===== src/rtl/mult_sched_pkg.sv =====
// mult_sched_pkg: FP32 field constants, lane-id width helper and the two multiplier halves
// (product front end / normalise-round back end) shared by the MULT_SCHED_MID_REG_EN split.
package mult_sched_pkg;
   localparam int EXP_BIAS = 127;
   localparam int EXP_W    = 8;
   localparam int MAN_W    = 23;
   localparam int PROD_W   = 2 * (MAN_W + 1);
   typedef struct packed {
      logic              sign;
      logic [EXP_W-1:0]  exp;
      logic [PROD_W-1:0] prod;
   } mid_t;
   function automatic int id_w(input int n);
      return (n > 2) ? $clog2(n) : 1;
   endfunction
   function automatic mid_t mul_front(input logic [31:0] a, input logic [31:0] b);
      mid_t m;
      m.sign = a[31] ^ b[31];
      m.exp  = a[30:23] + b[30:23];
      m.prod = PROD_W'({|a[30:23], a[22:0]}) * PROD_W'({|b[30:23], b[22:0]});
      return m;
   endfunction
   // Exponent arithmetic wraps to 8 bits; there is deliberately no NaN/Inf/overflow handling.
   function automatic logic [31:0] mul_back(input mid_t m);
      logic [PROD_W-1:0] pn;
      pn = m.prod[PROD_W-1] ? m.prod : m.prod << 1;
      return {m.sign,
              m.exp + EXP_W'(m.prod[PROD_W-1]) - EXP_W'(EXP_BIAS),
              pn[PROD_W-2 -: MAN_W] + MAN_W'(pn[MAN_W] & |pn[MAN_W-1:0])};
   endfunction
endpackage


===== src/rtl/fp32_mul_core.sv =====
// fp32_mul_core: FP32 multiply; with MULT_SCHED_MID_REG_EN the 48-bit product is registered
// (held while i_hold) ahead of normalise/round.
module fp32_mul_core
   import mult_sched_pkg::*;
(
`ifdef MULT_SCHED_MID_REG_EN
   input  logic        clk,
   input  logic        i_hold,
`endif
   input  logic [31:0] i_a,
   input  logic [31:0] i_b,
   output logic [31:0] o_p
);
`ifdef MULT_SCHED_MID_REG_EN
   mid_t r_mid;
   always_ff @(posedge clk)
      if (!i_hold) r_mid <= mul_front(i_a, i_b);
   assign o_p = mul_back(r_mid);
`else
   assign o_p = mul_back(mul_front(i_a, i_b));
`endif
endmodule


===== src/rtl/mult_scheduler.sv =====
// mult_scheduler: round-robin share of one FP32 multiplier among N lanes with tag passthrough
// and global stall; MULT_SCHED_MID_REG_EN adds a pipeline register inside the multiplier.
module mult_scheduler
   import mult_sched_pkg::*;
#(
   parameter  int N          = 4,
   parameter  int value_size = 32,
   parameter  int TAG_W      = 16,
   localparam int ID_W       = id_w(N)
)(
   input  logic                    clk,
   input  logic                    rst,
   input  logic [N-1:0]            req_valid,
   output logic [N-1:0]            req_ready,
   input  logic [N*value_size-1:0] req_val,
   input  logic [N*value_size-1:0] req_vec_val,
   input  logic [N*TAG_W-1:0]      req_tag,
   output logic                    out_valid,
   input  logic                    out_ready,
   output logic [value_size-1:0]   out_pprod,
   output logic [ID_W-1:0]         out_src,
   output logic [TAG_W-1:0]        out_tag,
   output logic                    busy
);
   typedef struct packed {
      logic                  valid;
      logic [ID_W-1:0]       src;
      logic [TAG_W-1:0]      tag;
      logic [value_size-1:0] a;
      logic [value_size-1:0] b;
   } stage_t;
   stage_t                r_s1;
   logic [ID_W-1:0]       r_ptr, w_gnt, w_last_src;
   logic                  w_stall, w_found, w_hs, w_last_valid;
   logic [TAG_W-1:0]      w_last_tag;
   logic [value_size-1:0] w_prod;
   assign w_stall = out_valid & ~out_ready;
   // Rotating priority: first valid lane at or after the pointer.
   always_comb begin
      w_found = 1'b0;
      w_gnt   = '0;
      for (int i = 0; i < N; i++) begin
         if (!w_found && req_valid[(int'(r_ptr) + i) % N]) begin
            w_found = 1'b1;
            w_gnt   = ID_W'((int'(r_ptr) + i) % N);
         end
      end
   end
   assign w_hs      = w_found & ~w_stall & ~rst;
   assign req_ready = w_hs ? N'(1) << w_gnt : '0;
   fp32_mul_core u_mul (
`ifdef MULT_SCHED_MID_REG_EN
      .clk    (clk),
      .i_hold (w_stall),
`endif
      .i_a    (r_s1.a),
      .i_b    (r_s1.b),
      .o_p    (w_prod)
   );
`ifdef MULT_SCHED_MID_REG_EN
   logic             r_vm;
   logic [ID_W-1:0]  r_mid_src;
   logic [TAG_W-1:0] r_mid_tag;
   always_ff @(posedge clk) begin
      if (rst) begin
         r_vm      <= 1'b0;
         r_mid_src <= '0;
         r_mid_tag <= '0;
      end else if (!w_stall) begin
         r_vm      <= r_s1.valid;
         r_mid_src <= r_s1.src;
         r_mid_tag <= r_s1.tag;
      end
   end
   assign w_last_valid = r_vm;
   assign w_last_src   = r_mid_src;
   assign w_last_tag   = r_mid_tag;
   assign busy         = r_s1.valid | r_vm | out_valid;
`else
   assign w_last_valid = r_s1.valid;
   assign w_last_src   = r_s1.src;
   assign w_last_tag   = r_s1.tag;
   assign busy         = r_s1.valid | out_valid;
`endif
   always_ff @(posedge clk) begin
      if (rst) begin
         r_s1      <= '0;
         r_ptr     <= '0;
         out_valid <= 1'b0;
         out_pprod <= '0;
         out_src   <= '0;
         out_tag   <= '0;
      end else if (!w_stall) begin
         r_s1.valid <= w_hs;
         if (w_hs) begin
            r_s1.src <= w_gnt;
            r_s1.tag <= req_tag[int'(w_gnt)*TAG_W +: TAG_W];
            r_s1.a   <= req_val[int'(w_gnt)*value_size +: value_size];
            r_s1.b   <= req_vec_val[int'(w_gnt)*value_size +: value_size];
            r_ptr    <= (w_gnt == ID_W'(N-1)) ? '0 : w_gnt + 1'b1;
         end
         out_valid <= w_last_valid;
         out_pprod <= w_prod;
         out_src   <= w_last_src;
         out_tag   <= w_last_tag;
      end
   end
endmodule


===== config.mk =====
export PLATFORM = sky130hd
export DESIGN_NAME = mult_scheduler
export DESIGN_NICKNAME = d
export VERILOG_FILES = /design/src/rtl/mult_sched_pkg.sv /design/src/rtl/fp32_mul_core.sv /design/src/rtl/mult_scheduler.sv
export SDC_FILE = /design/constraint.sdc
export NUM_CORES = 2
export LEC_CHECK = 0
export CAP_MARGIN = 25
export CORE_MARGIN = 3
export CORE_UTILIZATION = 50
export DETAILED_ROUTE_END_ITERATION = 10
export PLACE_DENSITY = 0.74
export SLEW_MARGIN = 10
export SYNTH_ARGS = -nofsm -noshare
export SYNTH_HDL_FRONTEND = slang
export SYNTH_SLANG_ARGS = --single-unit

===== constraint.sdc =====
create_clock -name clk -period 10.95 [get_ports clk]
set_input_delay 1.095 -clock clk [delete_from_list [all_inputs] [get_ports clk]]
set_output_delay 1.095 -clock clk [all_outputs]
set_load 0.05 [all_outputs]

==> flow_summary.ini <==
[run_status]
status = complete, no violations

[setup_path]
cp_slowest_cell = dfxtp_1
crit_fanout = 20
slowest_delay_ns = 0.88
cp_data_required_time_ns = 11.26
critPathLaunchType = flop
crit_path_end_kind = flop
worstSetupPathType = flop to flop
cp_common_cell = fa_1
worstPathArrival_ns = 10.09
r2r_setup_slack_ns = 1.17

[floorplan]
die_h_um = 242.4
design.die.area_mm2 = 0.05874
start_util = 0.5060
coreArea_mm2 = 0.05520
rows = 86
ioPinCount = 383
die_w_um = 242.4

[cells_and_area]
drive_above_1_share = 0.03447
layoutNonFillerInstCount = 4579
final_util = 0.5965
layout_common_cells = 684 x nand2_1, 531 x inv_1, 483 x fa_1
nFillCells = 5019
fin_nets = 4819
final_common_cell = nand2_1
area_delta_synth_final_pct = 17.87

[timing]
maxSlewHeadroom = 0.3422
clock_skew_ns = 0.01728
tightest_slew_ns = 0.9853
fmax_ghz = 0.1022
fin_crit_ns = 9.783
setup_tns_ns = 0
rsz0062_at_grt = false
report.final.slew_viol_count = 0
setup_viol = 0
finalWorstSetupSlack_ns = 1.167
fin_crit_sh = 0.8934
finalHoldViolations = 0

[clock_network]
cts_root_buf = clkbuf_16
clock_latency_ns = 0.46
cts_resized = 0
postCtsSetupBuffers = 0
cts-hold-fix-buffers = 0
htreeDepth = 4
path_clk_slew_ns = 0.07
numCtsBuffers = 17
cts.sinks = 136
clock_path_buffers = 2
cts_tree = built

[routing]
final_antenna_net_count = 0
route.vias.total = 24900
drt_iter0_drc = 1576
wl_per_cell_um = 19.35
route.detailed.drc = 0
drt-pass1-iter-count = 6
viasPerCell = 5.437
wirelength_um = 88600

[logic_synthesis]
synth-seq-area-share = 0.09747
ys_ff_latch = 136
ys_warn_count = 0
synth-edff-count = 0
syn-num-nets = 4588
avgSynthCellArea_um2 = 7.792
synth_ff_type = dfxtp_1
netlist_area_mm2 = 0.02793
synthArstFlopShare = 0
postSynthCellCount = 3585
synth_cell_types = 84

[grt]
grt_max_degree = 107
grtUsageTotal = 0.3042
gr-total-overflow = 0
grt_pass1_wl_um = 141200
antenna_found_initial = 7
grt_pass1_vias = 25950

[place]
place_ws_ns = 1.294
dp_hpwl_um = 72230
io_buffers = 382
dp.cells = 4544
place.gp.congestion = 0.9886

[run]
max_cap_violations = 0

[hold_path]
min_path_type = flop to flop
## sequential cells by signal (all words and copies together), names as in the netlist
signal / cells
w_last_tag: 16
w_last_src: 2
out_src: 2
out_tag: 16
r_s1: 64
w_last_valid: 1
out_valid: 1
out_pprod: 32
r_ptr: 2
## area by class of cell
cell class / count / area (µm²) / share of cell area
inverter: 533 / 2003 / 0.06084
tap: 748 / 935.9 / 0.02842
antenna: 2 / 5.005 / 0.0001520
clock inverter: 14 / 160.2 / 0.004864
clock buffer: 18 / 429.2 / 0.01303
multi-input combinational: 2680 / 22320 / 0.6778
sequential: 136 / 2723 / 0.08269
timing repair buffer: 448 / 4352 / 0.1322
## final timing paths
kind                                               from                         end  cells past startpoint
worst min-delay path            out_tag[5]$_SDFFE_PP0N_     out_tag[5]$_SDFFE_PP0N_                      2
worst min register to register  out_tag[5]$_SDFFE_PP0N_     out_tag[5]$_SDFFE_PP0N_                      2
worst max-delay path              r_s1[44]$_SDFFE_PP0P_  out_pprod[16]$_SDFFE_PP0N_                     31
worst max register to register    r_s1[44]$_SDFFE_PP0P_  out_pprod[16]$_SDFFE_PP0N_                     31
## stage by stage
stage          area (µm²)  hold WS (ns)
2_1_floorplan       27930        0.4364
3_3_place_gp        32270        0.4389
3_5_place_dp        32300        0.4446
4_1_cts             32890        0.4518
5_1_grt             32930        0.4653
6_report            32930        0.4482
## kinds of logic after synthesis
family,Yosys count,synth area share
AOI/OAI and AO/OA,432,0.09254
muxes,10,0.003718
xor gates and xnor gates,66,0.02069
buffers and inverters,769,0.1047
DFF,136,0.09747
adders and majority gates,677,0.4330
and+or+nand+nor,1495,0.2479
## metal layers
layer	GRT usage	vias up	part of all wire
met2	0.5194	895	0.49
li1	-	11600	-
met3	0.07183	138	0.084
met5	0	-	0.00056
met4	0.09530	10	0.028
met1	0.3824	12250	0.40
## cell usage after synthesis, types with 19 or more instances
library cell / count / share of area
xor2_1: 25 / 0.0078
nand4_1: 22 / 0.0049
nor3_1: 25 / 0.0045
fa_1: 483 / 0.35
a21o_1: 19 / 0.0051
clkbuf_1: 208 / 0.028
a21oi_1: 122 / 0.022
nand2_1: 684 / 0.092
nand3b_1: 74 / 0.020
ha_1: 193 / 0.086
and2_1: 224 / 0.050
nand3_1: 103 / 0.018
o21ai_0: 182 / 0.033
and3_1: 23 / 0.0052
dfxtp_1: 136 / 0.097
nor2_1: 284 / 0.038
inv_1: 531 / 0.071
xnor2_1: 41 / 0.013
## critical path, delay by kind of cell (launching register included)
family / cells / cell delay [ns]
adder cells (fa/ha/maj): 9 / 4.16
AO/OA/AOI/OAI: 9 / 2.11
AND/OR/NAND/NOR: 8 / 1.70
flip-flops: 1 / 0.88
buffers and inverters: 5 / 0.77
Power is not shown: default switching activity piles up to over one toggle a cycle in this logic, so the estimate is an artifact.
